`src/rtl/data_sram_axi_bridge.sv`:
```
// Uncached SRAM-style data port -> single-beat AXI read/write, one outstanding; data_ok 3 cycles after req at zero wait.
// Each AXI valid is held until its own handshake; BRIDGE_EARLY_WRITE_ACK_EN acks writes once AW and W are both accepted.
module data_sram_axi_bridge #(
   parameter int ID_W    = 4,
   parameter int DATA_ID = 1
) (
   input  logic            clk,
   input  logic            resetn,
   input  logic            req,
   input  logic            wr,
   input  logic [1:0]      size,
   input  logic [31:0]     addr,
   input  logic [31:0]     wdata,
   input  logic [3:0]      wstrb,
   output logic [31:0]     rdata,
   output logic            addr_ok,
   output logic            data_ok,
   output logic            bus_err,
   output logic [ID_W-1:0] arid,
   output logic [31:0]     araddr,
   output logic [7:0]      arlen,
   output logic [2:0]      arsize,
   output logic [1:0]      arburst,
   output logic            arvalid,
   input  logic            arready,
   input  logic [31:0]     rdata_i,
   input  logic [1:0]      rresp,
   input  logic            rlast,
   input  logic            rvalid,
   output logic            rready,
   output logic [ID_W-1:0] awid,
   output logic [31:0]     awaddr,
   output logic [7:0]      awlen,
   output logic [2:0]      awsize,
   output logic [1:0]      awburst,
   output logic            awvalid,
   input  logic            awready,
   output logic [31:0]     wdata_o,
   output logic [3:0]      wstrb_o,
   output logic            wlast,
   output logic            wvalid,
   input  logic            wready,
   input  logic [1:0]      bresp,
   input  logic            bvalid,
   output logic            bready
);

   typedef enum logic [2:0] {S_IDLE, S_RD_A, S_RD_D, S_WR_AW, S_WR_B} state_t;

   state_t      state_q;
   logic [1:0]  size_q;
   logic [31:0] addr_q;
   logic [31:0] wdata_q;
   logic [3:0]  wstrb_q;
   logic [31:0] rdata_q;
   logic        arvalid_q, rready_q, awvalid_q, wvalid_q, bready_q;
   logic        data_ok_q, bus_err_q;
   logic        aw_done_d, w_done_d;

   // A channel counts as done if it already handshook or is handshaking now.
   assign aw_done_d = !awvalid_q || awready;
   assign w_done_d  = !wvalid_q  || wready;

   always_ff @(posedge clk or negedge resetn) begin
      if (!resetn) begin
         state_q   <= S_IDLE;
         size_q    <= 2'd0;
         addr_q    <= 32'd0;
         wdata_q   <= 32'd0;
         wstrb_q   <= 4'd0;
         rdata_q   <= 32'd0;
         arvalid_q <= 1'b0;
         rready_q  <= 1'b0;
         awvalid_q <= 1'b0;
         wvalid_q  <= 1'b0;
         bready_q  <= 1'b0;
         data_ok_q <= 1'b0;
         bus_err_q <= 1'b0;
      end else begin
         data_ok_q <= 1'b0;
         case (state_q)
            S_IDLE: begin
               if (req) begin
                  size_q  <= size;
                  addr_q  <= addr;
                  wdata_q <= wdata;
                  wstrb_q <= wstrb;
                  if (wr) begin
                     awvalid_q <= 1'b1;
                     wvalid_q  <= 1'b1;
                     state_q   <= S_WR_AW;
                  end else begin
                     arvalid_q <= 1'b1;
                     state_q   <= S_RD_A;
                  end
               end
            end
            S_RD_A: begin
               if (arready) begin
                  arvalid_q <= 1'b0;
                  rready_q  <= 1'b1;
                  state_q   <= S_RD_D;
               end
            end
            S_RD_D: begin
               if (rvalid) begin
                  if (rresp != 2'b00) bus_err_q <= 1'b1;
                  if (rlast) begin
                     rready_q  <= 1'b0;
                     rdata_q   <= rdata_i;
                     data_ok_q <= 1'b1;
                     state_q   <= S_IDLE;
                  end
               end
            end
            S_WR_AW: begin
               if (awready) awvalid_q <= 1'b0;
               if (wready)  wvalid_q  <= 1'b0;
               if (aw_done_d && w_done_d) begin
                  bready_q <= 1'b1;
                  state_q  <= S_WR_B;
`ifdef BRIDGE_EARLY_WRITE_ACK_EN
                  data_ok_q <= 1'b1;
`endif
               end
            end
            S_WR_B: begin
               if (bvalid) begin
                  if (bresp != 2'b00) bus_err_q <= 1'b1;
                  bready_q <= 1'b0;
                  state_q  <= S_IDLE;
`ifndef BRIDGE_EARLY_WRITE_ACK_EN
                  data_ok_q <= 1'b1;
`endif
               end
            end
            default: state_q <= S_IDLE;
         endcase
      end
   end

   assign addr_ok = req && (state_q == S_IDLE);
   assign data_ok = data_ok_q;
   assign rdata   = rdata_q;
   assign bus_err = bus_err_q;

   assign arid    = ID_W'(DATA_ID);
   assign araddr  = addr_q;
   assign arlen   = 8'd0;
   assign arsize  = {1'b0, size_q};
   assign arburst = 2'b01;
   assign arvalid = arvalid_q;
   assign rready  = rready_q;

   assign awid    = ID_W'(DATA_ID);
   assign awaddr  = addr_q;
   assign awlen   = 8'd0;
   assign awsize  = {1'b0, size_q};
   assign awburst = 2'b01;
   assign awvalid = awvalid_q;
   assign wdata_o = wdata_q;
   assign wstrb_o = wstrb_q;
   assign wlast   = 1'b1;
   assign wvalid  = wvalid_q;
   assign bready  = bready_q;

endmodule

```
`config.mk`:
```
export PLATFORM = sky130hd
export DESIGN_NAME = data_sram_axi_bridge
export DESIGN_NICKNAME = d
export VERILOG_FILES = /design/src/rtl/data_sram_axi_bridge.sv
export SDC_FILE = /design/constraint.sdc
export NUM_CORES = 1
export LEC_CHECK = 0
export BUFFER_PORTS_ARGS = -buffer_cell sky130_fd_sc_hd__buf_2
export CORE_AREA = 2 2 113 115
export CTS_BUF_LIST = sky130_fd_sc_hd__clkbuf_4 sky130_fd_sc_hd__clkbuf_8
export DETAILED_ROUTE_END_ITERATION = 10
export DIE_AREA = 0 0 115 117
export PLACE_DENSITY = 0.74
export SETUP_SLACK_MARGIN = 0.5
export SLEW_MARGIN = 5
export SYNTH_ARGS = -nofsm -noshare
export SYNTH_HDL_FRONTEND = slang
export SYNTH_SLANG_ARGS = --single-unit
```
`constraint.sdc`:
```
create_clock -name clk -period 2 [get_ports clk]
set_input_delay 0.2 -clock clk [delete_from_list [all_inputs] [get_ports clk]]
set_output_delay 0.2 -clock clk [all_outputs]
set_load 0.02 [all_outputs]
```
Word-level counts from Yosys, hierarchy flattened. Cells that the tools add are included.

Equal/unequal tests: 16. Multiplexer cells: 34. Reductions and logical operators: 23.

Operators by type and width (count): $ne A2 B2 Y1 const B (12); $mux W1 (19); $mux W3 (6); $reduce_and A4 Y1 (4); $pmux W3 S5 (1); $pmux W1 S2 (7); $reduce_bool A2 Y1 (7); $eq A3 B2 Y1 const B (2); $reduce_and A3 Y1 (2); $reduce_and A6 Y1 (1); $reduce_and A5 Y1 (1); $eq A3 B1 Y1 const B (1); $eq A3 B3 Y1 const B (1); $logic_not A3 Y1 (1); $logic_and A1 B1 Y1 (2); $logic_not A1 Y1 (2); $logic_or A1 B1 Y1 (2); $mux W2 (1); $reduce_and A2 Y1 (1).

Register bits after elaboration: 112. Output and inout bits: 175. Word-level logic and storage cells: 86.

Logic depth before layout (Yosys ltp).
Depth in word-level cells: 5. Depth in mapped cells: 6. Gate-level depth less buffers: 4.

Worst setup path before layout. Ideal clock, no wire load.

Path kind: register to register. From: register state_q[2]. To: register rdata_q[0] (netlist: rdata[0]). Library setup time: 0.125 ns. Data arrival time: 1.651 ns. Data required time: 1.875 ns. Setup slack: 0.225 ns. Stages on the path, launching flop included: 6. Clock period less this slack: 1.775 ns. Cells stage by stage: dfrtp_1 > and2b_1 > nand2_1 > nor3b_4 > buf_4 > mux2_2.

Longest elaborated chain between the ends: 2.

RTL lines: from (decl) (line 50) `state_t state_q;`; from (signal assigned) (line 66) `state_q <= S_IDLE;`; from (signal assigned) (line 91) `state_q <= S_WR_AW;`; from (signal assigned) (line 94) `state_q <= S_RD_A;`; $eq A3 B2 Y1 (line 81) `case (state_q)`; $reduce_and A3 Y1 (no source line); to (signal assigned) (line 110) `rdata_q <= rdata_i;`; to (decl) (line 55) `logic [31:0] rdata_q;`.

Every way passes these cells. A chain may end at the register's enable or synchronous reset.

Worst setup path in the final report.
From: register state_q[2]. To: register rdata_q[9] (netlist: rdata[9]).

The elaborated chain is that of the path after synthesis.

==> qor.csv <==
stage;metric;value;unit
min_path;min_from;rdata_i[12];
sta;finalCritPeriodShare;0.845;
critical_path;start_kind;flip-flop;
sta;fmax;592;MHz
global_routing;grt_max_degree;55;
drt;finalWirelength;12000;um
clock_network;root_buffer;clkbuf_8;
sta;rsz0062_at_grt;yes;
sta;period_needed;1.69;ns
global_routing;grt.busiest_layer;met2;
placed_design;portBuffers;259;
floorplan;core;12300;um^2
drt;wl_per_cell;16.1;um
floorplan;rows;41;
critical_path;setup.worst_path.start;state_q[2];
yosys;yosys_warnings;0;
power_and_ir_drop;power.total;11.9;mW
yosys;syn_avg_cell_area;14.3;um^2
power_and_ir_drop;p_leak;3.44;nW
clock_network;clk_pin_slew;0.10;ns
critical_path;worstPathArrival;1.95;ns
critical_path;rr_worst_depth;6;
flow_run;cap_violations;0;
global_routing;grt_util_all_layers;0.160;
sta;skew;0.00649;ns
floorplan;die_y;117;um
drt;drtPass1Iterations;4;
outcome;status;complete, no violations;
drt;ant_nets;0;
cells_and_area;diodes;0;
clock_network;cts_max_level;3;
global_routing;grt_util_met2;0.271;
critical_path;worst_r2r_startpoint;state_q[2];
critical_path;worstSetupPathType;flip-flop to flip-flop;
yosys;synth_top_cell_by_area;dfrtp_1;
placed_design;gp_congestion;0.758;
clock_network;cts_tree;built;
global_routing;use_met3;0.0520;
sta;slew_headroom;0.641;
global_routing;overflow;0;
yosys;yosys.cell_types.count;26;
cells_and_area;drive_above_1_share;0.696;
clock_network;insertion_delay;0.37;ns
critical_path;regToRegSetupSlack;0.31;ns
min_path;min_path_type;primary input to flip-flop;
critical_path;endpoint_kind;flip-flop;
yosys;synth_top_area_share;0.589;
drt;vias_per_cell;4.64;
cells_and_area;layout.nets;705;
drt;num_vias;3448;
power_and_ir_drop;power_density;1780;nW/um^2
floorplan;die_area;13500;um^2
global_routing;met1_usage;0.185;
cells_and_area;fin_cells;743;
power_and_ir_drop;peakVddDrop;957;uV
yosys;ys_seq_area_frac;0.589;
sta;tightest_slew;0.539;ns
clock_network;numCtsBuffers;9;
critical_path;cp.required;2.26;ns
global_routing;grt_pass1_wl;16300;um
floorplan;io_pins;291;
sta;slew_violations;0;
yosys;yosys-top-cells-area;dfrtp_1, mux2_2, buf_4;
global_routing;grt_pass1_vias;3236;
sta;setup_tns;0;ns
yosys;ys_seq_elements;112;
clock_network;clockBufferDepth;2;
placed_design;hpwl;7870;um
drt;drc;0;
yosys;syn-cell-area;4760;um^2
cells_and_area;area_delta_synth_final;41.0;%
critical_path;critical_path.endpoint;rdata[9];
floorplan;initial_core_util;0.387;
critical_path;crit_fanout;8;
yosys;synth_cells;334;
critical_path;r2r-end;rdata[9];
floorplan;die_width;115;um
sta;finalHoldViolations;0;
sta;finalSetupViolations;0;
clock_network;numClockSinks;112;
placed_design;place_inst;701;
global_routing;antenna_found_initial;0;
drt;drt-initial-drc-count;99;
cells in the mapped netlist, drive strengths merged:
library cell and count:
a21o 1, a21oi 3, a22oi 1, a2bb2oi 1, a31oi 4, and2b 1
buf 76, clkbuf 1, conb 2, dfrtp 112, inv 5, mux2 102
mux2i 1, nand2 4, nand2b 3, nand3 2, nor2 2, nor3 1
nor3b 1, o21ai 5, o21bai 2, o221ai 1, o22a 1, o31ai 1
o32ai 1
kinds of logic after synthesis:
family	synth area share
buf+inv	0.120
flops	0.589
other cells	0.00158
simple gates	0.0173
compound gates	0.0289
mux	0.243
worst min path at each step:
stage,end,slack (ns),cells past startpoint
after floorplan,araddr[0],-0.1,0
after global placement,wdata_o[28],0.20,1
after detailed placement,wdata_o[28],0.22,1
after CTS,rdata[12],0.02,2
after global routing,wdata_o[16],0.02,2
final,rdata[12],0.05,2
registers in the layout, summed over array words and instances (netlist names):
signal   cells
araddr      32
rdata       32
wdata_o     32
wstrb_o      4
state_q      3
size_q       2
arvalid      1
awvalid      1
bready       1
bus_err      1
data_ok      1
rready       1
wvalid       1
final cells by class:
| type | instances | area (um^2) |
|---|---|---|
| fillers | 1024 | 5600 |
| flip-flops and latches | 112 | 2810 |
| repair buffers | 292 | 1850 |
| multi-input cells | 169 | 1670 |
| well taps | 150 | 188 |
| clock buffers | 13 | 173 |
| inverters | 5 | 18.8 |
| clock inverters | 2 | 13.8 |
stage by stage:
step                setup slack (ns)  hold slack [ns]   util  area (um^2)
floorplan                      0.291          -0.0956      -         4900
global placement               0.291            0.201  0.479         5900
detailed placement             0.211            0.220  0.479         5900
CTS                            0.321           0.0194  0.522         6430
global route                   0.268           0.0226  0.546         6720
finish                         0.310           0.0525  0.546         6720
power breakdown:
group | switching (mW) | internal, mW
Combinational | 3.54 | 3.05
Sequential | 0.662 | 3.40
Clock | 0.725 | 0.565
Total | 4.93 | 7.01
layout by cell type (no fill, tap or decap), types with 2 or more instances in the layout:
cell | netlist | routed
buf_2 | 8 | 257
dfrtp_1 | 112 | 110
mux2_2 | 102 | 62
mux2_4 | 0 | 40
conb_1 | 2 | 31
clkbuf_8 | 0 | 12
buf_4 | 68 | 8
buf_12 | 0 | 7
buf_6 | 0 | 6
inv_1 | 5 | 5
o21ai_0 | 5 | 5
buf_16 | 0 | 5
a31oi_1 | 4 | 4
clkbuf_16 | 0 | 4
dlygate4sd3_1 | 0 | 4
nand2_1 | 4 | 3
nand2b_1 | 3 | 2
o21bai_1 | 2 | 2
nor2_1 | 2 | 2
nand3_1 | 2 | 2
a21oi_1 | 3 | 2
dfrtp_2 | 0 | 2
critical path, stage by stage (launching register included):
cell and delay, ns:
dfrtp_2 0.42, and2b_2 0.23, nand2_2 0.07, nor3b_4 0.22, buf_6 0.15, clkbuf_16 0.15, mux2_2 0.33
metal layers:
metal / share of wire / routed length (um)
met4: 0.021 / 253
met3: 0.082 / 980
met1: 0.39 / 4670
met2: 0.51 / 6060
met5: 0 / 0
what timing repair did:
action                     4_1_cts  5_1_grt
hold buffers                     4        0
pin swaps                        2        3
setup buffers                   10        4
setup endpoints to repair      105      109
hold endpoints to repair        42        0
gates resized for setup         25       39
gates cloned                     5        4
Note: power is estimated with default switching activity, not from simulation.
